### config.mk
export PLATFORM = sky130hd
export DESIGN_NAME = regfile_write_bank
export DESIGN_NICKNAME = d
export VERILOG_FILES = /design/src/rtl/regfile_write_bank.sv
export SDC_FILE = /design/constraint.sdc
export NUM_CORES = 2
export LEC_CHECK = 0
export BUFFER_PORTS_ARGS = -buffer_cell sky130_fd_sc_hd__buf_2
export CAP_MARGIN = 20
export CORE_AREA = 4 4 420 422
export CTS_CLUSTER_DIAMETER = 30
export CTS_CLUSTER_SIZE = 14
export DETAILED_ROUTE_END_ITERATION = 12
export DIE_AREA = 0 0 424 426
export HOLD_SLACK_MARGIN = 0.12
export PLACE_DENSITY = 0.37
export SYNTH_ARGS = -nofsm -noshare
export SYNTH_HDL_FRONTEND = slang
export SYNTH_SLANG_ARGS = --single-unit
### constraint.sdc
create_clock -name Clk -period 60.1 [get_ports Clk]
set_input_delay 3.005 -clock Clk [delete_from_list [all_inputs] [get_ports Clk]]
set_output_delay 3.005 -clock Clk [all_outputs]
set_load 0.05 [all_outputs]
### src/rtl/regfile_write_bank.sv
// Write side of the general-purpose register file: one-hot write decode
// feeding a bank of 32 registers, each exposed on its own output port.
module regfile_write_bank #(
  parameter int WIDTH    = 32,
  parameter bit ZERO_REG = 1'b1
) (
  input  logic             Clk,
  input  logic             Reset,
  input  logic             WE,
  input  logic [4:0]       Awr,
  input  logic [WIDTH-1:0] Din,
  output logic [WIDTH-1:0] Q0,
  output logic [WIDTH-1:0] Q1,
  output logic [WIDTH-1:0] Q2,
  output logic [WIDTH-1:0] Q3,
  output logic [WIDTH-1:0] Q4,
  output logic [WIDTH-1:0] Q5,
  output logic [WIDTH-1:0] Q6,
  output logic [WIDTH-1:0] Q7,
  output logic [WIDTH-1:0] Q8,
  output logic [WIDTH-1:0] Q9,
  output logic [WIDTH-1:0] Q10,
  output logic [WIDTH-1:0] Q11,
  output logic [WIDTH-1:0] Q12,
  output logic [WIDTH-1:0] Q13,
  output logic [WIDTH-1:0] Q14,
  output logic [WIDTH-1:0] Q15,
  output logic [WIDTH-1:0] Q16,
  output logic [WIDTH-1:0] Q17,
  output logic [WIDTH-1:0] Q18,
  output logic [WIDTH-1:0] Q19,
  output logic [WIDTH-1:0] Q20,
  output logic [WIDTH-1:0] Q21,
  output logic [WIDTH-1:0] Q22,
  output logic [WIDTH-1:0] Q23,
  output logic [WIDTH-1:0] Q24,
  output logic [WIDTH-1:0] Q25,
  output logic [WIDTH-1:0] Q26,
  output logic [WIDTH-1:0] Q27,
  output logic [WIDTH-1:0] Q28,
  output logic [WIDTH-1:0] Q29,
  output logic [WIDTH-1:0] Q30,
  output logic [WIDTH-1:0] Q31,
  output logic [31:0]      WrDec
);

  logic [31:0]      wr_dec;
  logic [WIDTH-1:0] regs_q [32];
  logic [WIDTH-1:0] regs_d [32];

  // NOTE: every combinational output gets a default first so no path
  // leaves it unassigned, which would otherwise infer a latch.
  always_comb begin
    wr_dec = '0;
    if (WE) wr_dec[Awr] = 1'b1;
    if (ZERO_REG) wr_dec[0] = 1'b0;
  end

  assign WrDec = wr_dec;

  // NOTE: blocking assignments belong in always_comb; the flop block below
  // uses non-blocking so all registers update from pre-edge values.
  always_comb begin
    regs_d = regs_q;
    for (int i = 0; i < 32; i++) begin
      if (wr_dec[i]) regs_d[i] = Din;
    end
  end

  // NOTE: the bank is a flop array, not a RAM macro, so it can and must
  // take the asynchronous clear that the architectural reset demands.
  always_ff @(posedge Clk or posedge Reset) begin
    if (Reset) begin
      for (int i = 0; i < 32; i++) regs_q[i] <= '0;
    end else begin
      regs_q <= regs_d;
    end
  end

  // Register 0 reads constant zero when hardwired, even before the first reset.
  assign Q0  = ZERO_REG ? '0 : regs_q[0];
  assign Q1  = regs_q[1];
  assign Q2  = regs_q[2];
  assign Q3  = regs_q[3];
  assign Q4  = regs_q[4];
  assign Q5  = regs_q[5];
  assign Q6  = regs_q[6];
  assign Q7  = regs_q[7];
  assign Q8  = regs_q[8];
  assign Q9  = regs_q[9];
  assign Q10 = regs_q[10];
  assign Q11 = regs_q[11];
  assign Q12 = regs_q[12];
  assign Q13 = regs_q[13];
  assign Q14 = regs_q[14];
  assign Q15 = regs_q[15];
  assign Q16 = regs_q[16];
  assign Q17 = regs_q[17];
  assign Q18 = regs_q[18];
  assign Q19 = regs_q[19];
  assign Q20 = regs_q[20];
  assign Q21 = regs_q[21];
  assign Q22 = regs_q[22];
  assign Q23 = regs_q[23];
  assign Q24 = regs_q[24];
  assign Q25 = regs_q[25];
  assign Q26 = regs_q[26];
  assign Q27 = regs_q[27];
  assign Q28 = regs_q[28];
  assign Q29 = regs_q[29];
  assign Q30 = regs_q[30];
  assign Q31 = regs_q[31];

endmodule

==> flow_summary.ini <==
[status]
outcome = finished, final reports clean

[sta]
rsz0062_at_grt = no
fmax_mhz = 117.7
finalWorstSetupSlack_ns = 51.60
worst_pin_slew_ns = 1.104
min_period_over_period_pct = 14.14
setup_viol_count_final = 0
fin_skew_ns = 0
hold_viol = 0
fin_setup_tns_ns = 0
max-slew-margin-rel_pct = 26.22
fin_crit_ns = 8.498
slew_violations = 0

[clock_network]
cts_made_buffers = 317
cts_tree = built
cts_hold_buf = 0
root_buffer = clkbuf_16
postCtsSetupBuffers = 0
post_cts_resized = 0
clock_path_buffers = 4
clock_latency_ns = 0.87
h-tree-depth = 5
clock_sinks = 992
clk_pin_slew_ns = 0.04

[drt]
route.detailed.drc = 0
wirelength_mm = 171.6
drt_iter0_markers = 1106
wl_per_cell_um = 28.10
via_count = 25170
dr.pass1.iters = 5
viasPerCell = 4.121
route.antenna.remaining_nets = 0

[final_layout]
layout_commonest_cell = buf_2
design_area_mm2 = 0.05613
fin_cells = 6107
layout_common_cells = buf_2 (1,060), dfrtp_1 (992), mux2_2 (959), clkbuf_16 (324), clkbuf_8 (76)
layout-drive-gt1-share_pct = 70.05
area_delta_synth_final_pct = 49.95
nNetsFinal = 3572

[floorplan]
core_mm2 = 0.1731
initial_core_util_pct = 21.63
die_h_um = 426
die_w_um = 424
io-pin-count = 1096
die-area_mm2 = 0.1806
num_rows = 153

[setup_path]
rr_endpoint = Q15[31]
reg2reg_from = Q15[31]
worstPathCellList = buf_2 > nand4b_1 > nor2_4 > buf_4 > buf_2
path_class = in -> out
slowest_stage = nor2_4
end_kind = primary output
rrSetupSlack_ns = 59.22
reg2reg_depth = 1
start_kind = input pin
worstPathRequired_ns = 57.10
worstPathMaxFanout = 19
critPathMaxStageDelay_ns = 1.01
crit_arrival_ns = 5.49
cpMostUsedCell = buf_2

[logic_synthesis]
synth-main-ff-cell = dfrtp_1
synth_area_mm2 = 0.03743
synth-seq-cells = 992
syn-instance-count = 2283
synth-edff-count = 0
ys_warn_count = 0
synthArstFlopShare_pct = 100.0
syn_avg_cell_area_um2 = 16.39
synth-seq-area-share_pct = 66.32
yosys.cell_types.count = 21

[power]
power_density_mw_per_mm2 = 59.77
leakage_nw = 28.48
irDropWorstVdd_mv = 0.02834
power_mw = 3.355

[global_route]
grt_pass1_vias = 27120
grt_max_degree = 154
grt_pass1_wl_mm = 233.0
antenna_found_initial = 25
grt_use_total_pct = 18.64
gr-total-overflow = 0

[hold_path]
holdCritStartpoint = Q12[17]
whs_path_depth = 1
hp-class = reg -> reg
hold_path_end = Q12[17]

[place]
place_ws_ns = 51.59
dp_hpwl_mm = 114.8
io_buffers = 1062
dp_cells = 5537
gp_congestion = 0.7297
postPlaceCellArea_mm2 = 0.04536

[flow_run]
cap_violations = 0
[Yosys cell counts, drive strengths merged, types with 2 or more instances]
cell / n / area [um^2]
and4bb: 2 / 25.02
nand2b: 2 / 12.51
dfrtp: 992 / 24820
mux2: 992 / 11170
clkbuf: 109 / 409.1
nor2: 13 / 48.80
nand2: 12 / 45.04
nand4b: 3 / 26.28
inv: 19 / 71.32
buf: 125 / 700.7
or3: 3 / 18.77
nor2b: 2 / 12.51
nand3: 4 / 20.02
[layer usage]
metal	track usage [%]	routed length, um	vias up
li1	-	-	10570
met1	20.47	63550	13240
met2	32.58	87690	1011
met3	5.796	12290	340
met4	9.099	8061	0
met5	0	0	-
[cells by family (layout without fill, tap and decap cells)]
kind of cell | count (synthesis) | count (layout) | synth area share (%)
multiplexers | 992 | 992 | 29.84
buffers and inverters | 253 | 1704 | 3.156
other | 1 | 49 | 0.01002
AND/OR/NAND/NOR | 45 | 45 | 0.6686
flip-flops | 992 | 992 | 66.32
[layout make-up]
class | instances | area [um^2]
Antenna cell | 16 | 40.04
Clock buffer | 441 | 9308
Clock inverter | 112 | 1395
Fill cell | 17530 | 116900
Inverter | 19 | 78.83
Multi-Input combinational cell | 1070 | 11700
Sequential cell | 992 | 24820
Tap cell | 2325 | 2909
Timing Repair Buffer | 1132 | 5871
[metrics by stage]
step	hold slack, ns	utilization [%]
final	0.4786	32.43
after global routing	0.4927	32.41
after CTS	0.4840	32.40
after detailed placement	0.4754	26.21
after global placement	0.4692	26.21
after floorplan	0.8337	-
[worst max-delay path by stage]
stage | from | endpoint | slack [ns] | depth (start not counted)
CTS | Awr[3] | WrDec[23] | 51.58 | 5
floorplan | Reset | Q10[0] | 29.19 | 1
global placement | Awr[3] | WrDec[23] | 51.59 | 5
detailed placement | Awr[3] | WrDec[23] | 51.59 | 5
global route | Awr[3] | WrDec[23] | 51.57 | 5
finish | Awr[3] | WrDec[23] | 51.60 | 5
[report_power, final]
group | total, mW | switching [mW] | internal, mW
combinational | 0.844 | 0.660 | 0.184
sequential | 0.869 | 0.0683 | 0.801
clock | 1.64 | 0.454 | 1.19
total | 3.35 | 1.18 | 2.17
[critical path, delay by kind of cell]
family | cells | cell delay (ns)
and+or+nand+nor | 2 | 1.55
buffers and inverters | 3 | 0.88
Note: power is estimated with default switching activity, not from simulation.
